File: src/rtl/io_bus_arb_if.sv
// Bus bundle between two requesters, the arbiter and the DMA IO chain.
// The slave modport is the arbiter's view; the master modport is the environment's view.
interface io_bus_arb_if;
    logic        m0_req,   m1_req;
    logic        m0_we,    m1_we;
    logic [15:2] m0_adr,   m1_adr;
    logic [31:0] m0_wdata, m1_wdata;
    logic        m0_ack,   m1_ack;
    logic [31:0] m0_rdata, m1_rdata;
    logic        dma_io_we;
    logic [15:2] dma_io_wadr;
    logic [31:0] dma_io_wdata;
    logic [15:2] dma_io_radr;
    logic        dma_io_radr_en;
    logic [31:0] dma_io_rdata_in;

    modport slave (
        input  m0_req, m1_req, m0_we, m1_we, m0_adr, m1_adr, m0_wdata, m1_wdata,
        input  dma_io_rdata_in,
        output m0_ack, m1_ack, m0_rdata, m1_rdata,
        output dma_io_we, dma_io_wadr, dma_io_wdata, dma_io_radr, dma_io_radr_en
    );

    modport master (
        output m0_req, m1_req, m0_we, m1_we, m0_adr, m1_adr, m0_wdata, m1_wdata,
        output dma_io_rdata_in,
        input  m0_ack, m1_ack, m0_rdata, m1_rdata,
        input  dma_io_we, dma_io_wadr, dma_io_wdata, dma_io_radr, dma_io_radr_en
    );
endinterface

File: src/rtl/io_bus_arb.sv
// Two-requester round-robin arbiter onto the DMA IO bus; one transaction in flight,
// every output registered, reads wait RD_LAT cycles for the IO chain to answer.
module io_bus_arb #(
    parameter int RD_LAT = 1
) (
    input  logic         clk,
    input  logic         rst_n,
    io_bus_arb_if.slave  bus
);

    typedef enum logic [2:0] {IDLE, WR, RD, RWAIT, RACK} state_e;

    localparam logic [1:0] CNT_LAST = 2'(RD_LAT - 1);

    state_e      state_q, state_d;
    logic [1:0]  cnt_q, cnt_d;
    logic        last_m1_q, last_m1_d;
    logic        gnt_m1_q, gnt_m1_d;
    logic        we_q, we_d;
    logic [15:2] wadr_q, wadr_d;
    logic [31:0] wdata_q, wdata_d;
    logic        radr_en_q, radr_en_d;
    logic [15:2] radr_q, radr_d;
    logic        ack0_q, ack0_d;
    logic        ack1_q, ack1_d;
    logic [31:0] rdata0_q, rdata0_d;
    logic [31:0] rdata1_q, rdata1_d;

    logic        pick_m1;
    logic        sel_we;
    logic [15:2] sel_adr;
    logic [31:0] sel_wdata;

    always_comb begin
        state_d   = state_q;
        cnt_d     = cnt_q;
        last_m1_d = last_m1_q;
        gnt_m1_d  = gnt_m1_q;
        we_d      = 1'b0;
        wadr_d    = '0;
        wdata_d   = '0;
        radr_en_d = 1'b0;
        radr_d    = '0;
        ack0_d    = 1'b0;
        ack1_d    = 1'b0;
        rdata0_d  = rdata0_q;
        rdata1_d  = rdata1_q;

        // On a tie the requester that did not win last time takes the bus.
        pick_m1   = bus.m1_req && (!bus.m0_req || !last_m1_q);
        sel_we    = pick_m1 ? bus.m1_we    : bus.m0_we;
        sel_adr   = pick_m1 ? bus.m1_adr   : bus.m0_adr;
        sel_wdata = pick_m1 ? bus.m1_wdata : bus.m0_wdata;

        case (state_q)
            IDLE: begin
                if (bus.m0_req || bus.m1_req) begin
                    gnt_m1_d  = pick_m1;
                    last_m1_d = pick_m1;
                    // The bus output flops are the grant-time capture of adr/wdata.
                    if (sel_we) begin
                        state_d = WR;
                        we_d    = 1'b1;
                        wadr_d  = sel_adr;
                        wdata_d = sel_wdata;
                        ack0_d  = !pick_m1;
                        ack1_d  = pick_m1;
                    end else begin
                        state_d   = RD;
                        radr_en_d = 1'b1;
                        radr_d    = sel_adr;
                    end
                end
            end
            WR: state_d = IDLE;
            RD: begin
                state_d = RWAIT;
                cnt_d   = '0;
            end
            RWAIT: begin
                if (cnt_q == CNT_LAST) begin
                    state_d = RACK;
                    cnt_d   = '0;
                    ack0_d  = !gnt_m1_q;
                    ack1_d  = gnt_m1_q;
                    if (gnt_m1_q) rdata1_d = bus.dma_io_rdata_in;
                    else          rdata0_d = bus.dma_io_rdata_in;
                end else begin
                    cnt_d = cnt_q + 2'd1;
                end
            end
            RACK:    state_d = IDLE;
            default: state_d = IDLE;
        endcase
    end

    always_ff @(posedge clk or negedge rst_n) begin
        if (!rst_n) begin
            state_q   <= IDLE;
            cnt_q     <= '0;
            last_m1_q <= 1'b1;
            gnt_m1_q  <= 1'b0;
            we_q      <= 1'b0;
            wadr_q    <= '0;
            wdata_q   <= '0;
            radr_en_q <= 1'b0;
            radr_q    <= '0;
            ack0_q    <= 1'b0;
            ack1_q    <= 1'b0;
            rdata0_q  <= '0;
            rdata1_q  <= '0;
        end else begin
            state_q   <= state_d;
            cnt_q     <= cnt_d;
            last_m1_q <= last_m1_d;
            gnt_m1_q  <= gnt_m1_d;
            we_q      <= we_d;
            wadr_q    <= wadr_d;
            wdata_q   <= wdata_d;
            radr_en_q <= radr_en_d;
            radr_q    <= radr_d;
            ack0_q    <= ack0_d;
            ack1_q    <= ack1_d;
            rdata0_q  <= rdata0_d;
            rdata1_q  <= rdata1_d;
        end
    end

    assign bus.dma_io_we      = we_q;
    assign bus.dma_io_wadr    = wadr_q;
    assign bus.dma_io_wdata   = wdata_q;
    assign bus.dma_io_radr_en = radr_en_q;
    assign bus.dma_io_radr    = radr_q;
    assign bus.m0_ack         = ack0_q;
    assign bus.m1_ack         = ack1_q;
    assign bus.m0_rdata       = rdata0_q;
    assign bus.m1_rdata       = rdata1_q;

endmodule
File: src/flat_wrapper.sv
// flat-port wrapper written by rule: the top's interface ports become plain ports
module io_bus_arb_flat 
#(
    parameter int RD_LAT = 1
)
  (clk, rst_n, bus_m0_req, bus_m1_req, bus_m0_we, bus_m1_we, bus_m0_adr, bus_m1_adr, bus_m0_wdata, bus_m1_wdata, bus_dma_io_rdata_in, bus_m0_ack, bus_m1_ack, bus_m0_rdata, bus_m1_rdata, bus_dma_io_we, bus_dma_io_wadr, bus_dma_io_wdata, bus_dma_io_radr, bus_dma_io_radr_en);
  io_bus_arb_if bus_i ();
  input  logic clk;
  input  logic rst_n;
  input wire logic [$bits(bus_i.m0_req)-1:0] bus_m0_req;
  input wire logic [$bits(bus_i.m1_req)-1:0] bus_m1_req;
  input wire logic [$bits(bus_i.m0_we)-1:0] bus_m0_we;
  input wire logic [$bits(bus_i.m1_we)-1:0] bus_m1_we;
  input wire logic [$bits(bus_i.m0_adr)-1:0] bus_m0_adr;
  input wire logic [$bits(bus_i.m1_adr)-1:0] bus_m1_adr;
  input wire logic [$bits(bus_i.m0_wdata)-1:0] bus_m0_wdata;
  input wire logic [$bits(bus_i.m1_wdata)-1:0] bus_m1_wdata;
  input wire logic [$bits(bus_i.dma_io_rdata_in)-1:0] bus_dma_io_rdata_in;
  output wire logic [$bits(bus_i.m0_ack)-1:0] bus_m0_ack;
  output wire logic [$bits(bus_i.m1_ack)-1:0] bus_m1_ack;
  output wire logic [$bits(bus_i.m0_rdata)-1:0] bus_m0_rdata;
  output wire logic [$bits(bus_i.m1_rdata)-1:0] bus_m1_rdata;
  output wire logic [$bits(bus_i.dma_io_we)-1:0] bus_dma_io_we;
  output wire logic [$bits(bus_i.dma_io_wadr)-1:0] bus_dma_io_wadr;
  output wire logic [$bits(bus_i.dma_io_wdata)-1:0] bus_dma_io_wdata;
  output wire logic [$bits(bus_i.dma_io_radr)-1:0] bus_dma_io_radr;
  output wire logic [$bits(bus_i.dma_io_radr_en)-1:0] bus_dma_io_radr_en;
  assign bus_i.m0_req = bus_m0_req;
  assign bus_i.m1_req = bus_m1_req;
  assign bus_i.m0_we = bus_m0_we;
  assign bus_i.m1_we = bus_m1_we;
  assign bus_i.m0_adr = bus_m0_adr;
  assign bus_i.m1_adr = bus_m1_adr;
  assign bus_i.m0_wdata = bus_m0_wdata;
  assign bus_i.m1_wdata = bus_m1_wdata;
  assign bus_i.dma_io_rdata_in = bus_dma_io_rdata_in;
  assign bus_m0_ack = bus_i.m0_ack;
  assign bus_m1_ack = bus_i.m1_ack;
  assign bus_m0_rdata = bus_i.m0_rdata;
  assign bus_m1_rdata = bus_i.m1_rdata;
  assign bus_dma_io_we = bus_i.dma_io_we;
  assign bus_dma_io_wadr = bus_i.dma_io_wadr;
  assign bus_dma_io_wdata = bus_i.dma_io_wdata;
  assign bus_dma_io_radr = bus_i.dma_io_radr;
  assign bus_dma_io_radr_en = bus_i.dma_io_radr_en;
  io_bus_arb #(.RD_LAT(RD_LAT)) u_core (.clk(clk), .rst_n(rst_n), .bus(bus_i));
endmodule
File: config.mk
export PLATFORM = sky130hd
export DESIGN_NAME = io_bus_arb_flat
export DESIGN_NICKNAME = d
export VERILOG_FILES = /design/src/rtl/io_bus_arb_if.sv /design/src/rtl/io_bus_arb.sv /design/src/flat_wrapper.sv
export SDC_FILE = /design/constraint.sdc
export NUM_CORES = 1
export LEC_CHECK = 0
export CAP_MARGIN = 20
export CORE_MARGIN = 2
export CORE_UTILIZATION = 38
export DETAILED_ROUTE_END_ITERATION = 10
export PLACE_DENSITY = 0.77
export SLEW_MARGIN = 20
export SYNTH_ARGS = -nofsm -noshare
export SYNTH_HDL_FRONTEND = slang
export SYNTH_SLANG_ARGS = --single-unit
File: constraint.sdc
create_clock -name clk -period 1.7 [get_ports clk]
set_clock_uncertainty 0.1 [all_clocks]
set_input_delay 0.255 -clock clk [delete_from_list [all_inputs] [get_ports clk]]
set_output_delay 0.255 -clock clk [all_outputs]
set_load 0.01 [all_outputs]
Yosys cells after proc, flatten, opt, wreduce, memory -nomap -nowiden
Index checks and enable logic that the tools add are counted.
- bitwise logic cells: 1
- reductions and logical operators: 14
- $add $sub $neg: 1
- equal/unequal tests: 4
- multiplexer cells: 32
- operators with widths (cell ; number):
    $mux W32 ; 4
    $mux W14 ; 7
    $mux W1 ; 13
    $pmux W3 S3 ; 1
    $eq A3 B2 Y1 const B ; 2
    $mux W3 ; 2
    $reduce_and A3 Y1 ; 2
    $logic_not A1 Y1 ; 4
    $mux W2 ; 2
    $ne A2 B1 Y1 const B ; 2
    $pmux W1 S2 ; 2
    $pmux W2 S2 ; 1
    $reduce_and A2 Y1 ; 2
    $logic_not A3 Y1 ; 1
    $add A2 B1 Y2 const B ; 1
    $logic_not A2 Y1 ; 1
    $logic_or A1 B1 Y1 ; 2
    $reduce_bool A2 Y1 ; 1
    $logic_and A1 B1 Y1 ; 1
    $not A1 Y1 ; 1
- logic and storage cells: 65
- input bits: 130
- bits in registers: 135

Longest topological paths before layout
- depth after elaboration: 7
- depth in mapped cells: 7

Least setup slack after synthesis
Ideal clock, no wire load.
- kind: register to register
- from: register u_core.cnt_q[0]
- to: register u_core.rdata0_q[10], in the netlist u_core.bus.m0_rdata[10]
- cell stages (with the launch flop): 7
- data required time: 1475 ps
- clock period less this slack: 1663 ps
- setup time: 125 ps
- arrival: 1438 ps
- path buffers: 1
- slack: 37 ps
- cells stage by stage: dfrtp_1 -> inv_1 -> ha_1 -> nand4b_4 -> nor2_2 -> buf_4 -> mux2_2
- longest elaborated chain between the ends: 2
- ends and longest elaborated chain (item ; line ; RTL):
    start: declaration ; io_bus_arb.sv:16 ; logic [1:0] cnt_q, cnt_d;
    start signal: assignment ; io_bus_arb.sv:114 ; cnt_q <= cnt_d;
    $logic_not A2 Y1 ; io_bus_arb.sv:81 ; if (cnt_q == CNT_LAST) begin
    $reduce_and A3 Y1 (no source line) ; - ;
    end signal: assignment ; io_bus_arb.sv:124 ; rdata0_q <= rdata0_d;
    end: declaration ; io_bus_arb.sv:26 ; logic [31:0] rdata0_q, rdata0_d;
Every way passes these cells.
A chain may end at the register's enable or synchronous reset.

Worst setup path after layout
- from: register u_core.cnt_q[0]
- to: register u_core.rdata0_q[27], in the netlist u_core.bus.m0_rdata[27]
Same word-level chain as after synthesis.

==> out/qor.yml <==
clock_sinks: 135
violations: "setup timing"
final_area_um2: 9515
grt_overflow_total: 0
syn-num-nets: 588
die_w_um: 125.6
p_seq_share_pct: 33.4
synth_warnings: 0
rsz0062_at_grt: "true"
postLayoutCoreUtil_pct: 65.72
cts_tree: "built"
core_area_um2: 14480
min_path_type: "in2reg"
rows: 44
endpoint_kind: "register"
grt_pass1_vias: 4877
antenna_found_initial: 0
cts_root_buf: "clkbuf_16"
p_leak_nw: 4.466
dieArea_um2: 15790
dpl-instance-area_um2: 8574
slew_violations: 0
num_vias: 4760
critical_path.max_stage_delay_ns: 0.40
reg2reg_depth: 7
vdd_drop_max_uv: 716.8
clock.fmax_ghz: 0.5767
synthTopCellsByCount: "dfrtp_1 (134), nand3_1 (92), a21oi_1 (62)"
worstSetupPathType: "reg2reg"
start_util_pct: 38.84
synth_top_flop_cell: "dfrtp_1"
critPathSlowestCell: "dfrtp_1"
first_iter_violations: 350
cp.required_ns: 1.89
nets: 857
synth_edf_count: 0
crit_path_max_fanout: 8
numPortBuffers: 257
synth_area_um2: 5623
grt_max_degree: 45
worst_pin_slew_ns: 0.4372
power_density_nw_per_um2: 1565
fin_crit_ns: 1.734
dr.pass1.iters: 5
setup_viol: 16
synth_area_per_cell_um2: 12.33
grt_pass1_wl_um: 26440
max_cap_violations: 0
drt-total-wl_um: 17850
status: "complete, but fails checks"
drive_gt1_share_pct: 19.51
power_frac_comb_pct: 41.3
place_inst: 883
min_period_over_period_pct: 102.0
area_delta_synth_final_pct: 69.23
cts-htree-levels: 4
min_path_cells: 3
clkPwrFrac_pct: 25.3
drc: 0
intPower_mw: 10.33
power.switching_mw: 4.556
final_cells: 922
clkTransAtPathRegs_ns: 0.06
grtUsageTotal_pct: 21.43
arrival_ns: 1.92
synth.top_cell.area_share_pct: 59.64
slew_headroom_pct: 70.85
place_ws_ns: -0.08554
post_drt_wl_per_cell_um: 19.36
finalHoldViolCount: 0
yosysSeqAreaShare_pct: 60.10
insertion_delay_ns: 0.40
synth.area.top_cells: "dfrtp_1 (60%), nand3_1 (8.2%), mux2_4 (7.5%)"
cp_cell_sequence: "inv_2 > ha_4 > nand4b_4 > nor2_4 > buf_6 > clkbuf_16 > mux2_4"
gp_congestion: 0.8587
synth.largest_area_cell: "dfrtp_1"
netlist_instances: 456
viasPerCell: 5.163
postSynth.asyncResetShare_pct: 100.0
switching_share_pct: 30.60
dpl.hpwl_um: 11970
cts_made_buffers: 17
startpoint_type: "register"
synth_most_common_cell: "dfrtp_1"
diodes: 0
die-height_um: 125.6
cts_buffer_depth: 2
worst_slack_ns: -0.03386
pin_count: 258
ys_ff_latch: 135
synth_cell_type_count: 35
postRouteAntennaNets: 0
==> registers in the layout, summed over array words and instances, names as in the netlist <==
signal and cells:
u_core.bus.m0_rdata 32, u_core.bus.dma_io_radr_en 1, u_core.bus.m1_ack 1, u_core.bus.dma_io_radr 14, u_core.bus.dma_io_wadr 14, u_core.bus.m1_rdata 32
u_core.bus.m0_ack 1, u_core.state_q 3, u_core.gnt_m1_q 1, u_core.bus.dma_io_we 1, u_core.bus.dma_io_wdata 32, u_core.last_m1_q 1
u_core.cnt_q 2
==> what timing repair did <==
action	in CTS	in global routing
hold buffers	1	0
hold endpoints to repair	39	0
cloned	1	2
pin swaps	2	2
setup endpoints to repair	64	71
resized for setup	19	70
buffers inserted	2	1
==> per-layer routing <==
| metal | part of all wire, % | GRT usage, % | vias to the layer above |
|---|---|---|---|
| met5 | 0 | 0 | - |
| met4 | 2.0 | 7.516 | 0 |
| met3 | 8.5 | 7.222 | 29 |
| met2 | 51 | 36.79 | 234 |
| met1 | 38 | 25.15 | 2338 |
| li1 | - | - | 2159 |
==> cells in the final DEF, fill, tap and decap left out, types with 2 or more instances in the layout <==
master / instances
clkinv_4: 4
inv_2: 3
clkinv_2: 3
dfrtp_1: 134
nor2_1: 3
buf_6: 3
dlymetal6s2s_1: 36
buf_4: 16
dlygate4sd2_1: 13
clkbuf_16: 19
nand3_1: 92
nand2_1: 6
buf_12: 11
a21bo_2: 2
inv_6: 2
nand3b_1: 28
mux2_2: 3
clkdlybuf4s50_1: 205
a21oi_1: 62
bufinv_16: 3
clkinvlp_4: 2
buf_2: 2
mux2_4: 60
o21ai_0: 3
==> logic make-up after synthesis <==
group	after synthesis	synth area share (%)
DFF	135	60.10
AOI/OAI and AO/OA	75	7.254
muxes	64	14.69
adders and majority gates	2	0.4450
buffers and inverters	43	3.649
and+or+nand+nor	137	13.86
==> final timing paths <==
kind / from / to / slack [ns]
worst max-delay path: u_core.cnt_q[0]$_DFFE_PN0P_ / u_core.bus.m0_rdata[27]$_DFFE_PN0P_ / -0.03
worst min-delay path: bus_m1_we / u_core.bus.dma_io_wadr[14]$_DFF_PN0_ / 0.15
worst max register to register: u_core.cnt_q[0]$_DFFE_PN0P_ / u_core.bus.m0_rdata[27]$_DFFE_PN0P_ / -0.03
worst min register to register: u_core.bus.m0_rdata[7]$_DFFE_PN0P_ / u_core.bus.m0_rdata[7]$_DFFE_PN0P_ / 0.40
max in group asynchronous: rst_n / u_core.bus.dma_io_wdata[5]$_DFF_PN0_ / 0.64
min in group asynchronous: rst_n / u_core.bus.dma_io_wadr[15]$_DFF_PN0_ / 0.25
==> power by group through the flow <==
stage / Clock (mW) / Combinational (mW) / Sequential [mW]
global placement: 0 / 5.68 / 4.91
detailed placement: 0 / 5.78 / 4.99
finish: 3.76 / 6.15 / 4.97
CTS: 3.84 / 5.82 / 4.95
floorplan: 0 / 2.12 / 5.38
global route: 4.00 / 6.50 / 5.09
==> through the flow <==
| stage | setup TNS (ns) | hold WS, ns | power (mW) |
|---|---|---|---|
| final | -0.3533 | 0.1536 | 14.89 |
| after global routing | -1.611 | 0.1596 | 15.60 |
| after CTS | -0.6484 | 0.1349 | 14.61 |
| after detailed placement | -3.751 | 0.1144 | 10.77 |
| after global placement | -0.3000 | 0.1082 | 10.60 |
| after floorplan | 0 | -0.1406 | 7.504 |
==> worst max-delay path, delay by kind of cell, from the launching register on <==
family / cells / cell delay (ns)
simple gates: 2 / 0.26
flops: 1 / 0.40
mux: 1 / 0.31
buf+inv: 3 / 0.40
fa+ha+maj: 1 / 0.15
==> final cells by class <==
cell class | instances | area, um^2
Timing Repair Buffer | 290 | 3088
Fill cell | 1038 | 4964
Tap cell | 184 | 230.2
Inverter | 3 | 11.26
Clock buffer | 18 | 439.2
Multi-Input combinational cell | 278 | 2195
Sequential cell | 135 | 3379
Clock inverter | 14 | 172.7
(Power assumes the default switching activity.)
